`config.mk`:
```
export PLATFORM = sky130hd
export DESIGN_NAME = pipelined_instruction_decoder
export DESIGN_NICKNAME = d
export VERILOG_FILES = /design/src/rtl/pipelined_instruction_decoder.sv
export SDC_FILE = /design/constraint.sdc
export NUM_CORES = 1
export LEC_CHECK = 0
export ABC_AREA = 1
export CORE_ASPECT_RATIO = 0.7
export CORE_UTILIZATION = 39
export DETAILED_ROUTE_END_ITERATION = 10
export PLACE_DENSITY = 0.91
export REMOVE_ABC_BUFFERS = 1
export SKIP_LAST_GASP = 1
export SYNTH_ARGS = -nofsm -noshare
export SYNTH_HDL_FRONTEND = slang
export SYNTH_SLANG_ARGS = --single-unit
```
`constraint.sdc`:
```
create_clock -name clk -period 2.2 [get_ports clk]
set_input_delay 0.66 -clock clk [delete_from_list [all_inputs] [get_ports clk]]
set_output_delay 0.66 -clock clk [all_outputs]
set_load 0.02 [all_outputs]
```
`src/rtl/pipelined_instruction_decoder.sv`:
```
// pipelined_instruction_decoder: decode stage that latches a fetched opcode into ir via a valid/ready handshake, decodes it into datapath selects and register enables, stalls on reads of a pending ALU result, and freezes register writes inside a pc window.
// Ports: clk, sync_reset_n (sync, active-low); next_instr/next_valid/id_ready fetch handshake; pc of the instruction in ir;
// ir, ir_nibble, jmp, jmp_nz, i_sel, x_sel, y_sel, source_sel, reg_en ([0]x0 [1]x1 [2]y0 [3]y1 [4]r [5]m [6]i [7]dm [8]o_reg), stall, from_ID debug tap.
// Optional feature macro: DECODE_TRACE_EN (from_ID shows the issuing opcode, 8'hFF while stalled).
module pipelined_instruction_decoder #(
  parameter int PC_W = 8,
  parameter int ALU_LAT = 1,
  parameter logic [PC_W-1:0] FREEZE_LO = 'h04,
  parameter logic [PC_W-1:0] FREEZE_HI = 'h0A
) (
  input  logic            clk,
  input  logic            sync_reset_n,
  input  logic [7:0]      next_instr,
  input  logic            next_valid,
  output logic            id_ready,
  input  logic [PC_W-1:0] pc,
  output logic [7:0]      ir,
  output logic            jmp,
  output logic            jmp_nz,
  output logic [3:0]      ir_nibble,
  output logic            i_sel,
  output logic            x_sel,
  output logic            y_sel,
  output logic [3:0]      source_sel,
  output logic [8:0]      reg_en,
  output logic            stall,
  output logic [7:0]      from_ID
);
  logic [7:0] ir_q, ir_d;
  logic       ir_valid_q, ir_valid_d;
  logic [1:0] pend_q, pend_d;
  logic       is_load, is_move, is_alu, is_jmp, is_jnz, issue, frozen;
  logic [2:0] ld_dst, mv_dst, mv_src;
  logic [8:0] load_en, move_en, dec_en;
  function automatic logic [8:0] dmask(input logic [2:0] d);
    return d == 3'd4 ? 9'h100 : 9'd1 << d;
  endfunction
  assign is_load = ~ir_q[7];
  assign is_move = ir_q[7:6] == 2'b10;
  assign is_alu  = ir_q[7:5] == 3'b110;
  assign is_jmp  = ir_q[7:4] == 4'b1110;
  assign is_jnz  = ir_q[7:4] == 4'b1111;
  assign ld_dst  = ir_q[6:4];
  assign mv_dst  = ir_q[5:3];
  assign mv_src  = ir_q[2:0];
  // src==4 reads r, which is only safe once the ALU countdown has drained
  assign stall    = sync_reset_n & ir_valid_q & (pend_q != 2'd0) &
                    (is_jnz | (is_move & mv_src == 3'd4 & mv_dst != 3'd4));
  assign id_ready = sync_reset_n & ~stall;
  assign issue    = sync_reset_n & ir_valid_q & ~stall;
  assign frozen   = pc >= FREEZE_LO && pc <= FREEZE_HI;
  assign load_en  = ld_dst == 3'd7 ? 9'h0C0 : dmask(ld_dst);
  // writes to dm or reads from dm also step the i pointer (bit 6)
  assign move_en  = (mv_dst == 3'd4 && mv_src == 3'd6) ? 9'h100 :
                    (mv_dst == 3'd7 || (mv_src == 3'd7 && mv_dst != 3'd6)) ? dmask(mv_dst) | 9'h040 :
                    dmask(mv_dst);
  assign dec_en   = is_load ? load_en : is_move ? move_en : is_alu ? 9'h010 : 9'h000;
  always_comb begin
    ir_d       = id_ready ? next_instr : ir_q;
    ir_valid_d = id_ready ? next_valid : ir_valid_q;
    pend_d     = (issue && is_alu) ? 2'(ALU_LAT - 1) : (pend_q != 2'd0) ? pend_q - 2'd1 : 2'd0;
  end
  always_ff @(posedge clk) begin
    if (!sync_reset_n) begin
      ir_q       <= 8'h00;
      ir_valid_q <= 1'b0;
      pend_q     <= 2'd0;
    end else begin
      ir_q       <= ir_d;
      ir_valid_q <= ir_valid_d;
      pend_q     <= pend_d;
    end
  end
  always_comb begin
    ir         = ir_q;
    ir_nibble  = ir_q[3:0];
    jmp        = issue & is_jmp;
    jmp_nz     = issue & is_jnz;
    x_sel      = issue & ir_q[4];
    y_sel      = issue & ir_q[3];
    reg_en     = !sync_reset_n ? 9'h1FF : (issue && !frozen) ? dec_en : 9'h000;
    source_sel = !sync_reset_n ? 4'd10 : !(issue && is_move) ? 4'd8 :
                 mv_src == mv_dst ? 4'd9 : {1'b0, mv_src};
    i_sel      = !sync_reset_n ? 1'b0 : !issue ? 1'b1 :
                 ~((is_load && ld_dst == 3'd6) || (is_move && mv_dst == 3'd6));
`ifdef DECODE_TRACE_EN
    from_ID    = issue ? ir_q : stall ? 8'hFF : 8'h00;
`else
    from_ID    = 8'h00;
`endif
  end
endmodule
```
---- Yosys cells after proc, flatten, opt, wreduce, memory -nomap -nowiden ----
Cells that the tools add are included.
operators by class
  eq/ne operators ......................... 16
  shifts and indexed selects .............. 2
  multiplexer cells ....................... 15
  order comparisons ....................... 2
  add/sub/neg operators ................... 1
  bitwise logic cells ..................... 17
  reduce and logical (&&, ||, !) cells .... 13
operators with widths
  cell                 number
  $mux 9               8
  $eq 3x3->1 const B   10
  $shl 1x3->9 const A  2
  $mux 4               3
  $and 1x1->1          11
  $eq 4x4->1 const B   2
  $ge 8x3->1 const B   1
  $le 8x4->1 const B   1
  $logic_and 1x1->1    8
  $mux 7               1
  $ne 3x3->1 const B   2
  $mux 5               1
  $not 1->1            5
  $eq 3x3->1           1
  $reduce_or 3->1      1
  $eq 2x2->1 const B   1
  $logic_or 1x1->1     2
  $mux 1               2
  $reduce_bool 2->1    1
  $sub 2x1->2 const B  1
  $logic_not 1->1      1
  $or 1x1->1           1
storage, ports and cells
  bits in registers ....................... 11

---- Longest topological paths before layout ----
  depth after elaboration ................. 10
  gate-level depth with buffers ........... 12

---- Worst setup path after synthesis ----
Ideal clock, no wire load.
  kind .................................... reg2out
  start point ............................. register ir_q[6] (netlist: ir[6])
  end point ............................... output port source_sel[2]
  slack ................................... -0.127 ns
  cell stages (with the launch flop) ...... 11
  data arrival time ....................... 1.667 ns
  cell sequence ........................... dfxtp_1 buf_6 inv_6 nand2_4 nor2_4 nand3_2 nand2_1 nand2_2 buf_6 nand4_1 nor2_1
between the ends
  word-level cells in the longest chain between the ends .. 10
  elaborated cells on any way between the ends .. 11
  those cells by class .................... 2 x eq/ne; 2 x mux; 6 x bitwise; 1 x reduce/logical
RTL lines
  element                    line  RTL
  start: declaration         29    logic [7:0] ir_q, ir_d;
  start signal: assignment   69    ir_q <= ir_d;
  $eq 2x2->1                 39    assign is_move = ir_q[7:6] == 2'b10;
  $and 1x1->1 (2 in series)  48    (is_jnz | (is_move & mv_src == 3'd4 & mv_dst != 3'd4));
  $or 1x1->1                 48
  $and 1x1->1                47    assign stall = sync_reset_n & ir_valid_q & (pend_q != 2'd0) &
  $not 1->1                  50    assign issue = sync_reset_n & ir_valid_q & ~stall;
  $and 1x1->1                50
  $logic_and 1x1->1 (*)      82    source_sel = !sync_reset_n ? 4'd10 : !(issue && is_move) ? 4'd8 :
  $mux 4 (*) (2 in series)   82
  end: declaration           24    output logic [3:0] source_sel,
Every way passes the cells marked *; elsewhere a longest branch is shown, timed or not.

---- Worst setup path in the final report ----
  start point ............................. register ir_q[4] (netlist: ir[4])
  end point ............................... output port source_sel[2]
between the ends
  word-level cells in the longest chain between the ends .. 9
  elaborated cells on any way between the ends .. 12
  those cells by class .................... 3 x eq/ne; 3 x mux; 5 x bitwise; 1 x reduce/logical
RTL lines
  element                   line
  $ne 3x3->1                48
  $and 1x1->1               48
  $or 1x1->1                48
  $and 1x1->1               47
  $not 1->1                 50
  $and 1x1->1               50
  $logic_and 1x1->1         82
  $mux 4 (*) (2 in series)  82
Marked as above.

==> run summary <==
## Detailed routing
- wire length per cell: 13.0 um
- drt first pass iters: 4
- total via count in the routed design: 1495
- per-cell via count in the routed design: 4.90
- total length of routed wires: 3970 um
- Final ANT Viol Nets: 0
- iteration-0 DRC count of the detailed router: 84
- residual DRC count: 0

## Power and ir drop
- P_int: 483 uW
- sequential fraction of design power: 0.308
- cell area power density: 365 nW/um^2
- power dissipated by switching net loads: 256 uW
- Max IR drop VDD: 275 uV
- leakage power summed over all cells: 1.04 nW
- Comb power frac: 0.414
- clock network fraction of design power: 0.277
- Switching Fraction: 0.347

## Clock network
- clock edge transition at the registers on the reported setup and hold paths: 0.05 ns
- number of hold-repair buffers added at the cts stage: 0
- later-pin clock latency in the skew report: 0.24 ns
- CTS H-Tree Depth: 1
- clk root buf: sky130_fd_sc_hd__clkbuf_8
- number of buffers created by CTS: 3
- clock tree from TritonCTS: built
- clock sinks: 11
- Clock Tree Buf Depth: 2

## Cells and area
- Register Area: 235 um^2
- antenna diode count: 0
- number of nets in the finished design: 292
- final-layout fill cell count: 170
- fraction of layout cells with a size suffix above 1: 0.446
- growth of design area from synthesis to finish: 80.1%
- final cell count without fillers: 305
- Multi-input gate area: 756 um^2

## Timing
- post-route clock skew: 0.00473 ns
- Max Freq: 0.449 GHz
- minimum clock period: 2.23 ns
- final number of max-transition violations: 0
- final hold violation count: 0
- setup slack after layout: -0.0271 ns
- RSZ-0062 raised after global routing: yes
- Tcrit/Tclk final: 1.01
- total of endpoints with negative setup slack in the final report: 4
- aggregate negative setup slack: -0.0546 ns

## Floorplan
- starting density of the core: 0.434
- Horiz. Die Dim: 66.2 um
- Core Area: 2590 um^2
- die extent in y: 46.9 um
- Die Area: 3100 um^2
- row count: 15
- number of placed I/O pins: 59

## Worst hold path
- hold path start: pend_q[0]
- class of the worst hold path: register to register
- hold depth: 1
- endpoint of the worst hold path: pend_q[0]

## Yosys
- Yosys top cell by area: sky130_fd_sc_hd__dfxtp_1
- share of flip-flops with an asynchronous set or reset: 0
- cell with the most instances after synthesis: sky130_fd_sc_hd__nand2_1
- average size of a mapped cell: 5.98 um^2
- portion of the post-synthesis area used by sequential elements: 0.196
- Distinct cells, synth: 25
- total of flip-flops plus latches after synthesis: 11
- most frequent cells after synthesis: sky130_fd_sc_hd__nand2_1, sky130_fd_sc_hd__nor2_1, sky130_fd_sc_hd__inv_1
- share of Yosys cell area claimed by the top area cell type: 0.196
- top cells by area in the synthesized netlist: sky130_fd_sc_hd__dfxtp_1, sky130_fd_sc_hd__nand2_1, sky130_fd_sc_hd__nor2_1, sky130_fd_sc_hd__buf_4, sky130_fd_sc_hd__inv_1
- count of flip-flops with a built-in enable after synthesis: 0
- number of instances in the synthesized netlist: 188
- Syn Std Cell Area: 1120 um^2
- Yosys warning count: 0
- commonest register cell after synthesis: sky130_fd_sc_hd__dfxtp_1

## Critical path
- reg2reg setup slack: 0.83 ns
- endpoint class of the critical path: primary output
- Worst Reg-to-Reg Cells: 10
- Setup CP Type: register to primary output
- required time of the worst setup path: 1.54 ns
- critical path launch point type: register
- Crit Reg-Reg Endpoint: ir[0]
- endpoint arrival time on the critical path: 1.57 ns
- reg2reg start: ir[4]
- CP max FO: 6

## Global routing
- maximum number of pins on one net before global-route repair: 20
- global routing usage summed across all routing layers: 0.250
- via count of the first global-routing pass: 1295
- initial antenna violation count: 0
- residual overflow from global routing: 0
- first-pass GRT wire length: 5750 um

## Placement
- final weighted congestion in routability-driven placement: 0.840
- Port Buffers: 50
- DP Cell Count: 294
- post-detailed-placement half-perimeter wirelength: 2450 um

## Run
- max capacitance violation total: 0

## Outcome
- run status: complete, but fails checks
- violated checks: setup timing

[area by class of cell]
cell class                      count  share of cell area
Timing Repair Buffer               93               0.414
Multi-Input combinational cell    138               0.374
Sequential cell                    11               0.116
Inverter                           25              0.0519
Tap cell                           34              0.0210
Clock buffer                        3              0.0204
Clock inverter                      1             0.00247
[worst max-delay path by stage]
stage	from	endpoint	slack, ns
after floorplan	ir[6]	source_sel[2]	-0.43
after global placement	sync_reset_n	jmp_nz	-0.78
after detailed placement	sync_reset_n	jmp_nz	-0.79
after CTS	ir[4]	source_sel[2]	-0.008
after global routing	ir[4]	source_sel[2]	-0.11
final	ir[4]	source_sel[2]	-0.03
[cells by family (layout without fill, tap and decap cells)]
logic type,Yosys count,in the layout,synth area share
simple gates,116,117,0.475
mux,1,1,0.00891
fa+ha+maj,1,1,0.0111
compound gates,10,10,0.0512
flops,11,11,0.196
buf+inv,47,122,0.246
xor+xnor,1,1,0.00780
other cells,1,8,0.00334
[stage by stage]
stage | hold slack, ns | setup slack [ns] | util | cell area, um^2 | total power, mW
floorplan | 0.391 | -0.425 | - | 972 | 0.349
CTS | 0.415 | -0.00752 | 0.722 | 1870 | 0.701
global route | 0.454 | -0.114 | 0.781 | 2020 | 0.778
detailed placement | 0.408 | -0.791 | 0.697 | 1810 | 0.497
finish | 0.412 | -0.0271 | 0.781 | 2020 | 0.739
global placement | 0.401 | -0.780 | 0.697 | 1810 | 0.491
[state kept, by name (all words and copies together), names as in the netlist]
register    cells
ir              8
pend_q          2
ir_valid_q      1
[routing by layer]
| layer | share of wire | GRT usage | wire length (um) |
|---|---|---|---|
| met5 | 0 | 0 | 0 |
| met4 | 0.018 | 0.0511 | 71 |
| met3 | 0.070 | 0.0631 | 279 |
| met2 | 0.51 | 0.455 | 2010 |
| met1 | 0.40 | 0.306 | 1600 |
[cell usage in the layout, fill, tap and decap left out]
cell type	instances
sky130_fd_sc_hd__a21oi_1	2
sky130_fd_sc_hd__buf_12	1
sky130_fd_sc_hd__buf_16	1
sky130_fd_sc_hd__buf_2	7
sky130_fd_sc_hd__buf_4	43
sky130_fd_sc_hd__buf_6	18
sky130_fd_sc_hd__clkbuf_8	3
sky130_fd_sc_hd__clkdlybuf4s15_1	2
sky130_fd_sc_hd__clkdlybuf4s50_1	21
sky130_fd_sc_hd__clkinv_2	1
sky130_fd_sc_hd__clkinvlp_4	1
sky130_fd_sc_hd__conb_1	8
sky130_fd_sc_hd__dfxtp_1	3
sky130_fd_sc_hd__dfxtp_2	6
sky130_fd_sc_hd__dfxtp_4	2
sky130_fd_sc_hd__ha_2	1
sky130_fd_sc_hd__inv_1	18
sky130_fd_sc_hd__inv_2	4
sky130_fd_sc_hd__inv_4	1
sky130_fd_sc_hd__inv_6	1
sky130_fd_sc_hd__mux2i_1	1
sky130_fd_sc_hd__nand2_1	36
sky130_fd_sc_hd__nand2_2	8
sky130_fd_sc_hd__nand2_4	3
sky130_fd_sc_hd__nand3_1	12
sky130_fd_sc_hd__nand3_2	2
sky130_fd_sc_hd__nand4_1	12
sky130_fd_sc_hd__nor2_1	28
sky130_fd_sc_hd__nor2_2	6
sky130_fd_sc_hd__nor2_4	6
sky130_fd_sc_hd__nor3_2	3
sky130_fd_sc_hd__o21ai_0	4
sky130_fd_sc_hd__o21ai_2	1
sky130_fd_sc_hd__o31ai_1	3
sky130_fd_sc_hd__or2_4	1
sky130_fd_sc_hd__xor2_2	1
[critical path, cell delays in order (launching register included)]
cell and delay [ns]:
sky130_fd_sc_hd__dfxtp_4 0.40, sky130_fd_sc_hd__clkinvlp_4 0.16, sky130_fd_sc_hd__nand2_1 0.12, sky130_fd_sc_hd__nand2_1 0.09, sky130_fd_sc_hd__nand2_2 0.08, sky130_fd_sc_hd__nor2_4 0.05
sky130_fd_sc_hd__inv_1 0.05, sky130_fd_sc_hd__nand4_1 0.10, sky130_fd_sc_hd__nor2_1 0.11, sky130_fd_sc_hd__buf_4 0.15
[power by group through the flow]
stage               Combinational [mW]  Sequential, mW  Clock, mW
floorplan                       0.0991           0.250          0
global placement                 0.262           0.229          0
detailed placement               0.267           0.230          0
CTS                              0.269           0.226      0.207
global route                     0.328           0.230      0.220
finish                           0.306           0.228      0.205
[repair_timing]
| item | CTS | global route |
|---|---|---|
| cloned | 2 | 1 |
| setup endpoints to repair | 20 | 22 |
| resized for setup | 152 | 42 |
| setup buffers | 1 | 3 |
| pin swaps | 16 | 12 |
Note: power is estimated with default switching activity, not from simulation.
